$ cat config.mk
export PLATFORM = sky130hd
export DESIGN_NAME = sipo_deframer
export DESIGN_NICKNAME = d
export VERILOG_FILES = /design/src/rtl/sipo_deframer.sv
export SDC_FILE = /design/constraint.sdc
export NUM_CORES = 1
export LEC_CHECK = 0
export CORE_UTILIZATION = 53
export DETAILED_ROUTE_END_ITERATION = 16
export GPL_TIMING_DRIVEN = 0
export PLACE_DENSITY = 0.8
export SYNTH_ARGS = -nofsm -noshare
export SYNTH_HDL_FRONTEND = slang
export SYNTH_SLANG_ARGS = --single-unit
$ cat constraint.sdc
create_clock -name clk -period 3.8 [get_ports clk]
set_input_delay 0.76 -clock clk [delete_from_list [all_inputs] [get_ports clk]]
set_output_delay 0.76 -clock clk [all_outputs]
set_load 0.05 [all_outputs]
$ cat src/rtl/sipo_deframer.sv
// Deframing receiver: start bit, N data bits, stop bit -> N-bit word on a valid/ready port.
// Word visible the cycle after the stop-bit sample; one-word holding register, overrun drops the new word.
module sipo_deframer #(
    parameter int N         = 5,
    parameter bit MSB_FIRST = 1'b1
) (
    input  logic         clk,
    input  logic         rstn,
    input  logic         serial_in,
    input  logic         bit_en,
    output logic [N-1:0] parallel_out,
    output logic         out_valid,
    input  logic         out_ready,
    output logic         frame_err,
    output logic         overrun,
    output logic         busy
);

    localparam int CW = $clog2(N);

    typedef enum logic [1:0] {IDLE, DATA, STOP} state_t;

    state_t        state, state_nxt;
    logic [CW-1:0] bit_cnt, bit_cnt_nxt;
    logic [N-1:0]  shift_reg, shift_nxt;
    logic [N-1:0]  word_nxt;
    logic          valid_nxt;
    logic          ferr_nxt;
    logic          ovr_nxt;

    always_comb begin
        state_nxt   = state;
        bit_cnt_nxt = bit_cnt;
        shift_nxt   = shift_reg;
        word_nxt    = parallel_out;
        // A pending word is consumed whenever the handshake completes
        valid_nxt   = out_valid & ~out_ready;
        ferr_nxt    = 1'b0;
        ovr_nxt     = 1'b0;
        if (bit_en) begin
            case (state)
                IDLE: begin
                    if (!serial_in) begin
                        bit_cnt_nxt = '0;
                        state_nxt   = DATA;
                    end
                end
                DATA: begin
                    if (MSB_FIRST)
                        shift_nxt = {shift_reg[N-2:0], serial_in};
                    else
                        shift_nxt = {serial_in, shift_reg[N-1:1]};
                    if (bit_cnt == CW'(N-1))
                        state_nxt = STOP;
                    else
                        bit_cnt_nxt = bit_cnt + 1'b1;
                end
                STOP: begin
                    state_nxt = IDLE;
                    if (serial_in) begin
                        // Load when the register is empty or is being drained on this same edge
                        if (!out_valid || out_ready) begin
                            word_nxt  = shift_reg;
                            valid_nxt = 1'b1;
                        end else begin
                            ovr_nxt = 1'b1;
                        end
                    end else begin
                        ferr_nxt = 1'b1;
                    end
                end
                default: state_nxt = IDLE;
            endcase
        end
    end

    always_ff @(posedge clk or negedge rstn) begin
        if (!rstn) begin
            state        <= IDLE;
            bit_cnt      <= '0;
            shift_reg    <= '0;
            parallel_out <= '0;
            out_valid    <= 1'b0;
            frame_err    <= 1'b0;
            overrun      <= 1'b0;
            busy         <= 1'b0;
        end else begin
            state        <= state_nxt;
            bit_cnt      <= bit_cnt_nxt;
            shift_reg    <= shift_nxt;
            parallel_out <= word_nxt;
            out_valid    <= valid_nxt;
            frame_err    <= ferr_nxt;
            overrun      <= ovr_nxt;
            busy         <= (state_nxt != IDLE);
        end
    end

endmodule

==> flow_metrics.env <==
export IMPL_tritoncts="done"
export IMPL_wl_per_cell_um=14.0
export IMPL_area_delta_synth_final_pct=21.8
export IMPL_cts_sinks=19
export IMPL_antenna_found_initial=0
export IMPL_track_usage_pct=18.8
export IMPL_fin_crit_sh_pct=58.8
export IMPL_fin_setup_tns_ns=0
export IMPL_relSlewSlack_pct=45.3
export IMPL_r2r_start="state[0]"
export IMPL_cp_arrival_ns=1.48
export IMPL_layout_drive_gt1_share_pct=20.5
export IMPL_synth_seq_area_share_pct=58.8
export IMPL_total_power_mw=0.708
export IMPL_final_cell_area_um2=985
export IMPL_cp_top_family="buffers and inverters"
export IMPL_final_hold_viol_count=0
export IMPL_clkLatencyLatePin_ns=0.29
export IMPL_cp_depth=1
export IMPL_p_leak_nw=0.481
export IMPL_postRouteAntennaNets=0
export IMPL_path_clk_slew_ns=0.11
export IMPL_slowest_stage="clkdlybuf4s50_1"
export IMPL_cts_resized=0
export IMPL_utilization_pct=72.1
export IMPL_crit_path_max_incr_delay_ns=0.80
export IMPL_ctsHoldBuffers=0
export IMPL_holdPathStages=1
export IMPL_yosysUniqueCellTypes=20
export IMPL_vias=502
export IMPL_r2r_end="parallel_out[0]"
export IMPL_grt_pass1_wl_um=1960
export IMPL_grt_overflow_total=0
export IMPL_synth_seq_cells=19
export IMPL_antennaDiodeCount=0
export IMPL_layout_commonest_cell="dfrtp_1"
export IMPL_drt_initial_drc_count=1
export IMPL_netlist_area_um2=808
export IMPL_ff2ff_path_depth=3
export IMPL_start_kind="register"
export IMPL_avgSynthCellArea_um2=13.3
export IMPL_cp_num_buf_inv=1
export IMPL_whs_ns=0.516
export IMPL_p_per_area_nw_per_um2=719
export IMPL_num_rows=13
export IMPL_die_w_um=41.1
export IMPL_start_util_pct=59.2
export IMPL_slew_viol_final=0
export IMPL_max_freq_mhz=447
export IMPL_cts_buffers=3
export IMPL_worst_pin_slew_ns=0.817
export IMPL_clockRootBuffer="clkbuf_4"
export IMPL_cp_required_ns=3.04
export IMPL_nets=86
export IMPL_drv_cap=0
export IMPL_syn_inst=61
export IMPL_portBuffers=13
export IMPL_ir_worst_vdd_mv=0.444
export IMPL_end_kind="output port"
export IMPL_viasPerCell=5.40
export IMPL_routed_wl_um=1300
export IMPL_grt_pass1_vias=455
export IMPL_layout_common_cells="dfrtp_1, clkdlybuf4s50_1, mux2_2"
export IMPL_die_area_um2=1690
export IMPL_r2r_slack_ns=2.34
export IMPL_drc=0
export IMPL_design_portCount=14
export IMPL_path_class="register to output port"
export IMPL_die_height_um=41.1
export IMPL_dr_pass1_iters=2
export IMPL_cp_cell_sequence="clkdlybuf4s50_1"
export IMPL_hold_path_class="register to register"
export IMPL_status="complete, no violations"
export IMPL_yosys_warnings=0
export IMPL_cts_max_path_buffers=2
export IMPL_grt_max_degree=20
export IMPL_setup_viol=0
export IMPL_cp_max_fo=2
export IMPL_post_cts_setup_buffers=0
export IMPL_place_hpwl_um=938
export IMPL_core_area_um2=1370
export IMPL_rsz0062_at_grt="no"
export IMPL_skew_ns=0.00406
export IMPL_gp_congestion=0.720
export IMPL_dpl_cell_area_um2=957
export IMPL_finalCriticalPeriod_ns=2.24
export IMPL_crit_end="parallel_out[3]"
export IMPL_synthesis_nets=68
export IMPL_crit_start="parallel_out[3]"
export IMPL_htreeDepth=1
==> Yosys cell counts, drive strengths merged <==
master / n / share of area (%)
dfrtp: 19 / 59
mux2: 10 / 14
nand2: 6 / 2.8
inv: 3 / 1.4
mux2i: 3 / 3.7
nand2b: 3 / 2.3
nor2b: 3 / 3.3
ha: 2 / 3.1
nand3: 2 / 1.2
a21oi: 1 / 0.62
a41o: 1 / 1.2
and2b: 1 / 0.93
nand3b: 1 / 0.93
nand4: 1 / 0.77
nand4b: 1 / 1.1
nor2: 1 / 0.46
nor4b: 1 / 1.1
o21ai: 1 / 0.62
or4b: 1 / 1.7
==> stage by stage <==
stage,worst slack (ns),std cells
2_1_floorplan,2.21,61
3_3_place_gp,1.52,89
3_5_place_dp,1.47,89
4_1_cts,1.56,93
5_1_grt,1.51,93
6_report,1.56,93
==> kinds of logic (layout without fill, tap and decap cells) <==
family,count (synthesis),after routing,share of synthesized area [%]
AO/OA/AOI/OAI,3,3,2.48
multiplexers,13,13,17.6
adder cells (fa/ha/maj),2,2,3.10
flip-flops,19,19,58.8
buffers and inverters,3,20,1.39
AND/OR/NAND/NOR,21,21,16.6
==> worst min path at each step <==
stage                    startpoint              end  slack, ns
floorplan                      rstn       bit_cnt[0]       0.46
global placement       shift_reg[4]  parallel_out[4]       0.48
detailed placement     shift_reg[4]     shift_reg[4]       0.49
CTS                    shift_reg[4]     shift_reg[4]       0.52
global route        parallel_out[1]  parallel_out[1]       0.53
finish                 shift_reg[4]  parallel_out[4]       0.52
==> layer usage <==
metal,routed length (um),global-route usage [%],part of all wire [%],up-vias
li1,-,-,-,246
met1,633,21.9,49,245
met2,609,31.3,47,9
met3,41,4.89,3.2,2
met4,14,10.0,1.1,0
met5,0,0,0,-
==> report_power, final <==
part | internal (mW) | switching [mW] | leakage (nW)
Clock | 0.0391 | 0.0611 | 0.0177
Combinational | 0.128 | 0.159 | 0.219
Sequential | 0.273 | 0.0485 | 0.244
==> area by class of cell <==
class                      instances  area (um2)
clock inverter                     1        5.00
tap                               15        18.8
clock buffer                       3        22.5
sequential                        19         475
fill                             104         382
inverter                           3        11.3
multi-input combinational         39         322
timing repair buffer              13         130
Note: power is estimated with default switching activity, not from simulation.
